===== config.mk =====
export PLATFORM = sky130hd
export DESIGN_NAME = cic_decim_mc
export DESIGN_NICKNAME = d
export VERILOG_FILES = /design/src/rtl/cic_pkg.sv /design/src/rtl/cic_comb_chain.sv /design/src/rtl/cic_decim_mc.sv
export SDC_FILE = /design/constraint.sdc
export NUM_CORES = 1
export LEC_CHECK = 0
export CAP_MARGIN = 20
export CORE_MARGIN = 3
export CORE_UTILIZATION = 40
export DETAILED_ROUTE_END_ITERATION = 8
export PLACE_DENSITY = 0.67
export SYNTH_ARGS = -nofsm -noshare
export SYNTH_HDL_FRONTEND = slang
export SYNTH_SLANG_ARGS = --single-unit

===== constraint.sdc =====
create_clock -name clk -period 18.1 [get_ports clk]
set_input_delay 3.62 -clock clk [delete_from_list [all_inputs] [get_ports clk]]
set_output_delay 3.62 -clock clk [all_outputs]
set_load 0.005 [all_outputs]

===== src/rtl/cic_pkg.sv =====
// Shared types and elaboration helpers for the multi-channel PDM CIC decimator.
package cic_pkg;

    typedef enum logic [0:0] {
        IDLE = 1'b0,
        RUN  = 1'b1
    } seq_state_t;

    // PDM bit 1 is +1 and bit 0 is -1; sign-extended to the accumulator width at use
    localparam logic signed [1:0] PDM_POS = 2'sb01;
    localparam logic signed [1:0] PDM_NEG = 2'sb11;

    function automatic int clog2_f(input int value);
        int res;
        res = 0;
        for (int i = 0; i < 31; i++) begin
            if ((32'sd1 <<< i) < value) begin
                res = i + 1;
            end
        end
        return res;
    endfunction

    // Bit growth of an ORDER-stage CIC at the largest ratio, plus a sign bit
    function automatic int acc_w_f(input int order, input int r_max);
        return order * clog2_f(r_max) + 1;
    endfunction

endpackage


===== src/rtl/cic_comb_chain.sv =====
// Combinational ORDER-stage comb section with arithmetic shift and output saturation.
// One instance is time-shared across channels; the caller owns the delay registers.
module cic_comb_chain
    import cic_pkg::*;
#(
    parameter int ORDER = 3,
    parameter int ACC_W = 16,
    parameter int OUT_W = 16,
    parameter int SW    = 5
) (
    input  logic signed [ACC_W-1:0]     x,
    input  logic [ORDER-1:0][ACC_W-1:0] dly,
    input  logic [SW-1:0]               shift,
    output logic [ORDER-1:0][ACC_W-1:0] stage_in,
    output logic signed [OUT_W-1:0]     y
);

    localparam logic signed [63:0] SAT_MAX = (64'sd1 <<< (OUT_W - 1)) - 64'sd1;
    localparam logic signed [63:0] SAT_MIN = -(64'sd1 <<< (OUT_W - 1));

    logic signed [ACC_W-1:0] diff_s;
    logic signed [ACC_W-1:0] shifted_s;
    logic signed [63:0]      wide_s;

    // Cascaded differences; each stage input becomes that stage's next delay value
    always_comb begin
        diff_s   = x;
        stage_in = '0;
        for (int k = 0; k < ORDER; k++) begin
            stage_in[k] = diff_s;
            diff_s      = diff_s - $signed(dly[k]);
        end
    end

    // Arithmetic right shift, then clamp into the signed output range
    always_comb begin
        shifted_s = diff_s >>> shift;
        wide_s    = {{(64 - ACC_W){shifted_s[ACC_W-1]}}, shifted_s};
        if (wide_s > SAT_MAX) begin
            y = SAT_MAX[OUT_W-1:0];
        end else if (wide_s < SAT_MIN) begin
            y = SAT_MIN[OUT_W-1:0];
        end else begin
            y = wide_s[OUT_W-1:0];
        end
    end

endmodule


===== src/rtl/cic_decim_mc.sv =====
// Multi-channel CIC decimator for 1-bit PDM inputs: parallel integrators, snapshot bank,
// and a single comb chain sequenced over the channels once per decimation event.
module cic_decim_mc
    import cic_pkg::*;
#(
    parameter int CHANNELS = 2,
    parameter int ORDER    = 3,
    parameter int R_MAX    = 32,
    parameter int RW       = 6,
    parameter int OUT_W    = 16,
    parameter int SW       = 5,
    localparam int CW      = (CHANNELS > 1) ? clog2_f(CHANNELS) : 1
) (
    input  logic                    clk,
    input  logic                    rst,
    input  logic                    ce,
    input  logic                    en,
    input  logic [CHANNELS-1:0]     pdm_in,
    input  logic [RW-1:0]           dec_ratio,
    input  logic [SW-1:0]           shift,
    input  logic                    overrun_clr,
    output logic                    out_valid,
    output logic [CW-1:0]           out_ch,
    output logic signed [OUT_W-1:0] out_data,
    output logic                    overrun
);

    localparam int            ACC_W   = acc_w_f(ORDER, R_MAX);
    localparam logic [RW-1:0] R_ONE   = {{(RW - 1){1'b0}}, 1'b1};
    localparam logic [RW-1:0] R_MIN_V = {{(RW - 2){1'b0}}, 2'b10};
    localparam logic [RW-1:0] R_MAX_V = RW'(R_MAX);
    localparam logic [CW-1:0] CH_ONE  = {{(CW - 1){1'b0}}, 1'b1};
    localparam logic [CW-1:0] LAST_CH = CW'(CHANNELS - 1);

    logic signed [ACC_W-1:0]     integ_r [CHANNELS][ORDER];
    logic signed [ACC_W-1:0]     pdm_x_s [CHANNELS];
    logic signed [ACC_W-1:0]     snap_r  [CHANNELS];
    logic [ORDER-1:0][ACC_W-1:0] dly_r   [CHANNELS];
    logic [RW-1:0]               cnt_r;
    logic [RW-1:0]               r_eff_r;
    logic [RW-1:0]               r_clamp_s;
    seq_state_t                  state_r;
    logic [CW-1:0]               ch_idx_r;
    logic                        dec_ev_s;
    logic                        last_s;
    logic                        ovr_set_s;
    logic [ORDER-1:0][ACC_W-1:0] stage_in_s;
    logic signed [OUT_W-1:0]     comb_y_s;

    // Ratio clamp, decimation-event decode and overrun condition
    always_comb begin
        if (dec_ratio < R_MIN_V) begin
            r_clamp_s = R_MIN_V;
        end else if (dec_ratio > R_MAX_V) begin
            r_clamp_s = R_MAX_V;
        end else begin
            r_clamp_s = dec_ratio;
        end
        dec_ev_s  = ce & en & (cnt_r == (r_eff_r - R_ONE));
        last_s    = (ch_idx_r == LAST_CH);
        ovr_set_s = dec_ev_s & (state_r == RUN) & ~last_s;
    end

    // PDM bit to signed +/-1 at accumulator width
    always_comb begin
        for (int c = 0; c < CHANNELS; c++) begin
            if (pdm_in[c]) begin
                pdm_x_s[c] = ACC_W'(PDM_POS);
            end else begin
                pdm_x_s[c] = ACC_W'(PDM_NEG);
            end
        end
    end

    // Integrator cascade; wrap-around is intended and cancelled by the combs
    always_ff @(posedge clk) begin
        if (rst || !en) begin
            for (int c = 0; c < CHANNELS; c++) begin
                for (int k = 0; k < ORDER; k++) begin
                    integ_r[c][k] <= '0;
                end
            end
        end else if (ce) begin
            for (int c = 0; c < CHANNELS; c++) begin
                integ_r[c][0] <= integ_r[c][0] + pdm_x_s[c];
                for (int k = 1; k < ORDER; k++) begin
                    integ_r[c][k] <= integ_r[c][k] + integ_r[c][k-1];
                end
            end
        end
    end

    // Decimation counter; the effective ratio is only reloaded at a wrap or a clear
    always_ff @(posedge clk) begin
        if (rst || !en) begin
            cnt_r   <= '0;
            r_eff_r <= r_clamp_s;
        end else if (ce) begin
            if (dec_ev_s) begin
                cnt_r   <= '0;
                r_eff_r <= r_clamp_s;
            end else begin
                cnt_r <= cnt_r + R_ONE;
            end
        end
    end

    // Sequencer: snapshot on an event, then one channel per clock through the comb.
    // An event on the last channel chains straight into the next sequence.
    always_ff @(posedge clk) begin
        if (rst || !en) begin
            state_r   <= IDLE;
            ch_idx_r  <= '0;
            out_valid <= 1'b0;
            out_ch    <= '0;
            out_data  <= '0;
            for (int c = 0; c < CHANNELS; c++) begin
                snap_r[c] <= '0;
                dly_r[c]  <= '0;
            end
        end else begin
            out_valid <= 1'b0;
            case (state_r)
                IDLE: begin
                    if (dec_ev_s) begin
                        for (int c = 0; c < CHANNELS; c++) begin
                            snap_r[c] <= integ_r[c][ORDER-1];
                        end
                        state_r  <= RUN;
                        ch_idx_r <= '0;
                    end
                end
                RUN: begin
                    out_valid       <= 1'b1;
                    out_ch          <= ch_idx_r;
                    out_data        <= comb_y_s;
                    dly_r[ch_idx_r] <= stage_in_s;
                    if (!last_s) begin
                        ch_idx_r <= ch_idx_r + CH_ONE;
                    end else if (dec_ev_s) begin
                        for (int c = 0; c < CHANNELS; c++) begin
                            snap_r[c] <= integ_r[c][ORDER-1];
                        end
                        ch_idx_r <= '0;
                    end else begin
                        state_r  <= IDLE;
                        ch_idx_r <= '0;
                    end
                end
                default: begin
                    state_r  <= IDLE;
                    ch_idx_r <= '0;
                end
            endcase
        end
    end

    cic_comb_chain #(
        .ORDER (ORDER),
        .ACC_W (ACC_W),
        .OUT_W (OUT_W),
        .SW    (SW)
    ) u_comb (
        .x        (snap_r[ch_idx_r]),
        .dly      (dly_r[ch_idx_r]),
        .shift    (shift),
        .stage_in (stage_in_s),
        .y        (comb_y_s)
    );

    // Sticky overrun; survives en=0, and a set beats a same-cycle clear
    always_ff @(posedge clk) begin
        if (rst) begin
            overrun <= 1'b0;
        end else if (ovr_set_s) begin
            overrun <= 1'b1;
        end else if (overrun_clr) begin
            overrun <= 1'b0;
        end
    end

endmodule


* Word level (Yosys, flattened, before mapping)
Memories as Yosys holds them, arrays and structs flattened. A register that Yosys moved wholly into a read port is not among the register bits.
Cells that the tools add are included.
** Word-level totals
- Memory bits (writable) :: 224
- Input port bits :: 18
- Memories kept :: 3
- Register bits :: 33
- Output and inout port bits :: 19
- Word-level logic and storage cells :: 103
** Memory list
- dly_r :: words 2, bits a word 48, rd ports 1, clocked after memory_dff 1, wr ports 2, line cic_decim_mc.sv:38 : logic [ORDER-1:0][ACC_W-1:0] dly_r [CHANNELS];
- integ_r :: words 2, bits a word 48, rd ports 2, clocked after memory_dff 0, wr ports 2, line cic_decim_mc.sv:35 : logic signed [ACC_W-1:0] integ_r [CHANNELS][ORDER];
- snap_r :: words 2, bits a word 16, rd ports 1, clocked after memory_dff 1, wr ports 2, line cic_decim_mc.sv:37 : logic signed [ACC_W-1:0] snap_r [CHANNELS];
** Operators by class
- Add/subtract/negate cells :: 12
- Shifts and indexed selects :: 1
- Reduce and logical (&&, ||, !) cells :: 7
- Eq/ne operators :: 2
- Multiplexer cells :: 50
- Bitwise gates (word level) :: 16
- $lt $le $gt $ge :: 4
** Operators by type and width (number)
- 2-to-1 mux 16 bit :: 14
- adder 16 bit :: 6
- 2-to-1 mux 48 bit :: 1
- OR reduction 48 bit :: 1
- subtractor 16 bit :: 3
- 2-to-1 mux 6 bit :: 6
- 2-to-1 mux 1 bit :: 27
- greater-than comparator 16 bit, second input constant :: 1
- < comparator 16 bit, second input constant :: 1
- >>> shifter 16 x 5 -> 16 bit :: 1
- OR 1 bit :: 10
- adder 6 x 1 -> 6 bit, second input constant :: 1
- == test 6 bit :: 1
- greater-than comparator 6 bit, second input constant :: 1
- < comparator 6 x 2 -> 1 bit, second input constant :: 1
- nonzero test 2 bit :: 3
- subtractor 6 x 1 -> 6 bit, second input constant :: 1
- bitwise AND 1 bit :: 4
- case mux 1 bit (2 select lines) :: 2
- inequality test 2 bit, second input constant :: 1
- NOT 1 bit :: 2
- AND reduction 2 bit :: 1
- adder 1 bit, second input constant :: 1
- logical NOT 1 bit :: 1
- logical OR 1 bit :: 1

* Depth between registers and ports, before layout
Gate-level depths: netlist (run 1).
- Depth in word-level cells :: 9
- Depth in mapped cells :: 33
- Gate-level depth less buffers :: 30

* Hierarchy
A second synthesis (run 1) with hierarchy kept.
** Second synthesis, totals
- Cell total of the unflattened synthesis :: 1717
- Area total of the unflattened synthesis :: 17710.7 um2
** Modules (own cells, without submodules)
- cic_decim_mc :: sequential area each 7467.2 um2, times used 1, area each 14515.2 um2, cells each 1256
- cic_comb_chain :: sequential area each 0.0 um2, times used 1, area each 3195.6 um2, cells each 461

* Worst setup path before layout (run 1)
No wires, ideal clock.
- Kind :: register -> register
- Start :: register (tool-made name)
- End :: register out_data[0]
- Path buffers :: 4
- Clock period less this slack :: 6.974 ns
- Arrival :: 6.846 ns
- Cell stages (with the launch flop) :: 32
- Data required time :: 17.972 ns
- Path slack :: 11.126 ns
- Setup time :: 0.128 ns
- Cell sequence :: dfxtp_1 > buf_2 > buf_1 > clkbuf_1 > mux2i_1 > ha_1 > nor2b_1 > o31ai_1 > a211oi_1 > o21a_1 > o21ai_0 > nor3b_1 > or2_2 > buf_2 > inv_1 > ha_1 > and3_1 > mux2_2 > a2111o_1 > nor2_1 > o21ai_0 > xnor2_1 > inv_1 > ha_1 > a211oi_1 > a21oi_1 > a311oi_2 > mux2_2 > o22ai_1 > mux2_2 > a31oi_1 > a211oi_1
** RTL lines
- end signal: assignment :: line cic_decim_mc.sv:136 : out_data <= comb_y_s;
- end: declaration :: line cic_decim_mc.sv:24 : output logic signed [OUT_W-1:0] out_data,

==> flow_summary.toml, run 1 <==
[outcome]
run_status = "finished, final reports clean"

[power_and_ir_drop]
leakagePower_nw = 7.382
total_power_mw = 1.897
p_per_area_nw_per_um2 = 102.9
peakVddDrop_mv = 0.07616

[die]
rows = 73
ioPinCount = 37
start_util = 0.4103
core_area_um2 = 40190
die_x_um = 209.0
die_area_um2 = 43700
die_h_um = 209.0

[global_routing]
grt_max_degree = 65
grt_pass1_vias = 11586
grt_pass1_wl_mm = 55.74
antenna_found_initial = 0
grt_util_all_layers = 0.1487
grt.overflow.total = 0

[synth]
syn-cell-area_um2 = 16490
syn-mean-instance-area_um2 = 10.26
ys_warn_count = 0
synth_ff_type = "edfxtp_1"
synthCells = 1607
yosysUniqueCellTypes = 79
seq_area_frac_synth = 0.4528
synth_edf_count = 230
synth.net_count = 1768
synthArstFlopShare = 0
synth_seq_cells = 258

[timing]
finalCritPeriodShare = 0.4085
rsz0062_at_grt = "false"
whs_ps = 468.1
worst_slew_pin_slew_ps = 1011
slew_violations = 0
final_hold_viol_count = 0
skew_ps = 18.74
slew_headroom = 0.3239
fin_crit_ps = 7393
finalSetupViolations = 0
setup_slack_ps = 10710
tns_ps = 0
fmax_mhz = 135.3

[route]
wl_mm = 32.84
detail_route.wl_per_cell_um = 15.06
first_pass_iters = 5
drc = 0
postRouteAntennaNets = 0
drt_iter0_markers = 518
post_drt_via_cell_ratio = 5.301
vias = 11561

[worst_setup_path]
endpoint_kind = "flip-flop"
max_stage_delay_ps = 690
worstPathMaxFanout = 32
critPathRequiredTime_ps = 18530
start_kind = "flip-flop"
slowest_stage = "dfxtp_4"
path_class = "flip-flop to flip-flop"
cp.arrival_ps = 7820

[final_layout]
final_common_cell = "nor2_1"
fin_cells = 2181
finalInstanceArea_um2 = 18440
regArea_um2 = 7471
utilization = 0.4589
drive_gt1_frac = 0.06220
multi_input_area_um2 = 8521
layout_common_cells = "267 x nor2_1, 230 x edfxtp_1, 134 x ha_1"
fillers = 3737
num_antenna_cells = 0
synthToLayoutAreaGrowth_pct = 11.84
layout.nets = 1794

[clock_tree]
cts_resized = 0
clkTransAtPathRegs_ps = 60
cts-hold-fix-buffers = 0
insertion_delay_ps = 560
cts_tree = "yes"
clockBufferDepth = 3
cts_num_sinks = 258
cts_setup_buffers = 0
cts_max_level = 1
cts_root_buf = "clkbuf_16"
cts-buffers-inserted = 29

[job]
drv_cap = 0

[placement]
dp_cells = 2127
dpl.hpwl_mm = 23.18
portBuffers = 36
place.gp.congestion = 0.8377
postPlaceCellArea_um2 = 17420
preCtsSetupSlack_ps = 10610

[hold_path]
hold_path_class = "flip-flop to flip-flop"
## routing by layer
metal | up-vias | routed length (µm) | global-route usage
met4 | 0 | 741 | 0.03903
met5 | - | 0 | 0
met2 | 183 | 15730 | 0.2592
li1 | 5875 | - | -
met1 | 5452 | 15220 | 0.1957
met3 | 51 | 1156 | 0.01952
## Yosys cell counts (5+ instances only)
cell         n  share of area
nor2_1     267          0.061
edfxtp_1   230           0.42
ha_1       134           0.10
inv_1       88          0.020
a21oi_1     86          0.026
mux2i_1     71          0.043
xor2_1      66          0.035
nand2_1     65          0.015
o21ai_0     64          0.019
xnor2_1     57          0.030
nor3_1      42          0.013
and2_1      41          0.016
clkbuf_1    38         0.0087
dfxtp_1     28          0.034
nor2b_1     22         0.0083
a21o_1      21         0.0096
nand2b_1    20         0.0076
o21a_1      20         0.0091
nand3_1     18         0.0055
a31oi_1     15         0.0057
and3_1      13         0.0049
mux2_2      13         0.0089
a211oi_1    12         0.0055
a21boi_0    12         0.0055
buf_1       11         0.0025
o21bai_1    10         0.0046
o31ai_1     10         0.0046
o41ai_1     10         0.0053
fa_1         9          0.011
or3_1        8         0.0030
nand4_1      7         0.0027
o21ai_1      7         0.0021
o31a_1       7         0.0037
o211ai_1     6         0.0027
a2111o_1     5         0.0034
o2111ai_1    5         0.0027
## worst max-delay path: cells and delay by family (launching register included)
kind	cells	cell delay, ps
adder cells (fa/ha/maj)	3	880
buffers and inverters	3	260
AO/OA/AOI/OAI	12	2890
AND/OR/NAND/NOR	5	1060
flip-flops	1	690
multiplexers	4	1170
XOR/XNOR	1	300
## flip-flops by register name, indices dropped and copies added, names as in the netlist, named ones only
register   flops
out_ch         1
state_r        1
dly_r         96
overrun        1
r_eff_r        6
out_valid      1
out_data      16
cnt_r          6
integ_r       96
ch_idx_r       1
snap_r        32
## report_power, final
| part | internal [mW] | total (mW) | switching [mW] |
|---|---|---|---|
| combinational | 0.233 | 0.576 | 0.342 |
| sequential | 0.676 | 0.693 | 0.0164 |
| clock | 0.385 | 0.629 | 0.244 |
| total | 1.29 | 1.90 | 0.603 |
## kinds of logic after synthesis
family / share of synthesized area
fa+ha+maj: 0.1126
xor+xnor: 0.06533
mux: 0.05281
compound gates: 0.1357
simple gates: 0.1480
flops: 0.4528
buf+inv: 0.03270
## cell type report
| class | count | area share |
|---|---|---|
| multi-input cells | 1209 | 0.4620 |
| repair buffers | 47 | 0.02402 |
| flip-flops and latches | 258 | 0.4051 |
| clock inverters | 19 | 0.01425 |
| inverters | 88 | 0.01791 |
| clock buffers | 35 | 0.04111 |
| well taps | 525 | 0.03562 |
## worst paths after layout
check	start	endpoint	slack, ps	cells past startpoint
worst max register to register	flip-flop	out_data[0]	10710	28
worst min register to register	out_ch	out_ch	470	2
worst max-delay path	flip-flop	out_data[0]	10710	28
worst min-delay path	out_ch	out_ch	470	2
No activity file was read; power rests on OpenSTA's default activity.
==> inputs of run 2 (changes only) <==
--- a/config.mk
+++ b/config.mk
@@ -9,7 +9,7 @@
 export CORE_MARGIN = 3
 export CORE_UTILIZATION = 40
 export DETAILED_ROUTE_END_ITERATION = 8
-export PLACE_DENSITY = 0.67
+export PLACE_DENSITY = 0.7
 export SYNTH_ARGS = -nofsm -noshare
 export SYNTH_HDL_FRONTEND = slang
 export SYNTH_SLANG_ARGS = --single-unit
==> constraint.sdc (replaced) <==
create_clock -name clk -period 6 [get_ports clk]
set_input_delay 1.2 -clock clk [delete_from_list [all_inputs] [get_ports clk]]
set_output_delay 1.2 -clock clk [all_outputs]
set_load 0.005 [all_outputs]
==> run 2 against run 1 <==
Against the previous run:
- critical path depth up 3
- cell count up 3.4%
- worst hold slack gained 22 ps
- clock power grew to 3.0 times the previous value
- non-clock buffer count grew 74
- maximum frequency is 24% higher
- sequential power grew to 3.0 times the previous value
- critical endpoint is now out_data[4]
- highest routed layer unchanged
==> flow_summary.toml, run 2 (synthesized netlist as in run 1, its figures left out) <==
[outcome]
run_status = "finished, final reports clean"

[timing]
rsz0062_at_grt = "true"
fin_crit_ps = 5940
finalSetupViolations = 0
fmax_mhz = 168.4
whs_ps = 490.1
slew_headroom = 0.2767
slew_violations = 0
final_hold_viol_count = 0
skew_ps = 11.93
worst_slew_pin_slew_ps = 1082
finalCritPeriodShare = 0.9899

[power_and_ir_drop]
p_sw_mw = 2.108
sw_frac_of_total = 0.3308
peakVddDrop_mv = 0.1834
power_frac_seq = 0.328
combPwrFrac = 0.379
clkPwrFrac = 0.292
total_power_mw = 6.373
p_per_area_nw_per_um2 = 322.8
leakagePower_nw = 7.897
intPower_mw = 4.265

[final_layout]
final_common_cell = "nor2_1"
num_antenna_cells = 0
layout_common_cells = "264 x nor2_1, 230 x edfxtp_1, 123 x ha_1"
synthToLayoutAreaGrowth_pct = 19.75
layout.nets = 1868
drive_gt1_frac = 0.1526
largestRegisters = "dly_r (96), integ_r (96), snap_r (32)"
utilization = 0.4913

[die]
core_area_um2 = 40190
ioPinCount = 37
start_util = 0.4103
die_area_um2 = 43700
die_x_um = 209.0
die_h_um = 209.0
rows = 73

[placement]
dpl.hpwl_mm = 23.77
place.gp.congestion = 0.8564
portBuffers = 36

[route]
detail_route.wl_per_cell_um = 15.25
met3_length_mm = 1.291
post_drt_via_cell_ratio = 5.310
top_layer = "met4"
first_pass_iters = 5
drt_iter0_markers = 501
vias = 11975
postRouteAntennaNets = 0
wl_mm = 34.40
routed-wl-met2_mm = 17.23
drc = 0
drt-met1-wl_mm = 15.14

[clock_tree]
cts-hold-fix-buffers = 0
cts_max_level = 1
clockBufferDepth = 3
cts_root_buf = "clkbuf_16"
cts_num_sinks = 258
clkTransAtPathRegs_ps = 60
cts-buffers-inserted = 29
cts_tree = "yes"
insertion_delay_ps = 570

[global_routing]
grt_max_degree = 76
grt_pass1_vias = 11990
antenna_found_initial = 0
grt_pass1_wl_mm = 56.66
grt_util_all_layers = 0.1517
grt.overflow.total = 0

[worst_setup_path]
path_class = "flip-flop to flip-flop"
cp.arrival_ps = 6390
endpoint_kind = "flip-flop"
max_stage_delay_ps = 460
path_delay_family = "compound AO/OA/AOI/OAI gates"
slowest_stage = "a2111o_1"
critPathRequiredTime_ps = 6450
cp_num_buf_inv = 7
cp.depth = 31
reg2regPathDepth = 31
start_kind = "flip-flop"
r2r_setup_slack_ps = 60
worstPathMaxFanout = 6
reg2reg_to = "out_data[4]"

[hold_path]
hold_path_class = "flip-flop to flip-flop"
whs_path_depth = 2
hold_start = "out_ch"
hold_end = "out_ch"

[job]
drv_cap = 0
-- run 2: cell types whose count changed in the layout (fill, tap and decap cells not counted), moves of 7 or more --
cell / previous run / this run
a21oi_2: 0 / 11
mux2i_1: 71 / 61
ha_4: 0 / 10
a21oi_1: 85 / 73
o21ai_0: 64 / 55
o21ai_2: 2 / 10
mux2i_4: 0 / 7
buf_4: 11 / 75
ha_1: 134 / 123
-- run 2: cell type report --
cell class	count	area, µm²
Clock buffer	31	733.2
Tap cell	525	656.9
Timing Repair Buffer	121	1070
Inverter	88	330.3
Clock inverter	23	276.5
Multi-Input combinational cell	1209	9209
Fill cell	3513	20440
Sequential cell	258	7471
-- run 2: stage by stage --
stage	instances	setup WS (ps)	cell area, µm²	TNS, ps
after floorplan	1607	34.90	16580	0
after global placement	2165	-82.80	17770	-420.0
after detailed placement	2165	-311.8	17770	-3390
after CTS	2229	-13.92	18980	-13.92
after global routing	2255	-226.5	19750	-2382
final	2255	60.32	19750	0
-- run 2: worst max-delay path by stage --
stage,endpoint,slack (ps)
6_report,out_data[4],60
5_1_grt,out_data[2],-230
4_1_cts,out_data[4],-10
3_5_place_dp,out_data[4],-310
3_3_place_gp,out_data[2],-80
2_1_floorplan,out_data[0],30
-- run 2: layer usage --
metal | up-vias | GRT usage
met3 | 48 | 0.02087
met1 | 5687 | 0.1947
met5 | - | 0
met2 | 218 | 0.2698
met4 | 0 | 0.03926
li1 | 6022 | -
-- run 2: power groups by stage --
stage          Clock, mW  Combinational (mW)  Sequential (mW)
6_report            1.86                2.42             2.09
5_1_grt             1.96                2.65             2.10
4_1_cts             1.89                2.01             2.09
3_5_place_dp           0                1.89             2.13
3_3_place_gp           0                1.84             2.12
2_1_floorplan          0                1.45             2.11
-- run 2: worst register-to-register path, delay by kind of cell (launching register included) --
kind                       cells  cell delay, ps
and+or+nand+nor                5             790
buffers and inverters          7             880
DFF                            1             440
xor gates and xnor gates       1             180
muxes                          2             440
adders and majority gates      3             760
AOI/OAI and AO/OA             13            2310
-- run 2: repair_timing --
item,CTS,global route
setup endpoints to repair,16,16
setup buffers,10,27
pin swaps,13,49
gates resized for setup,27,102
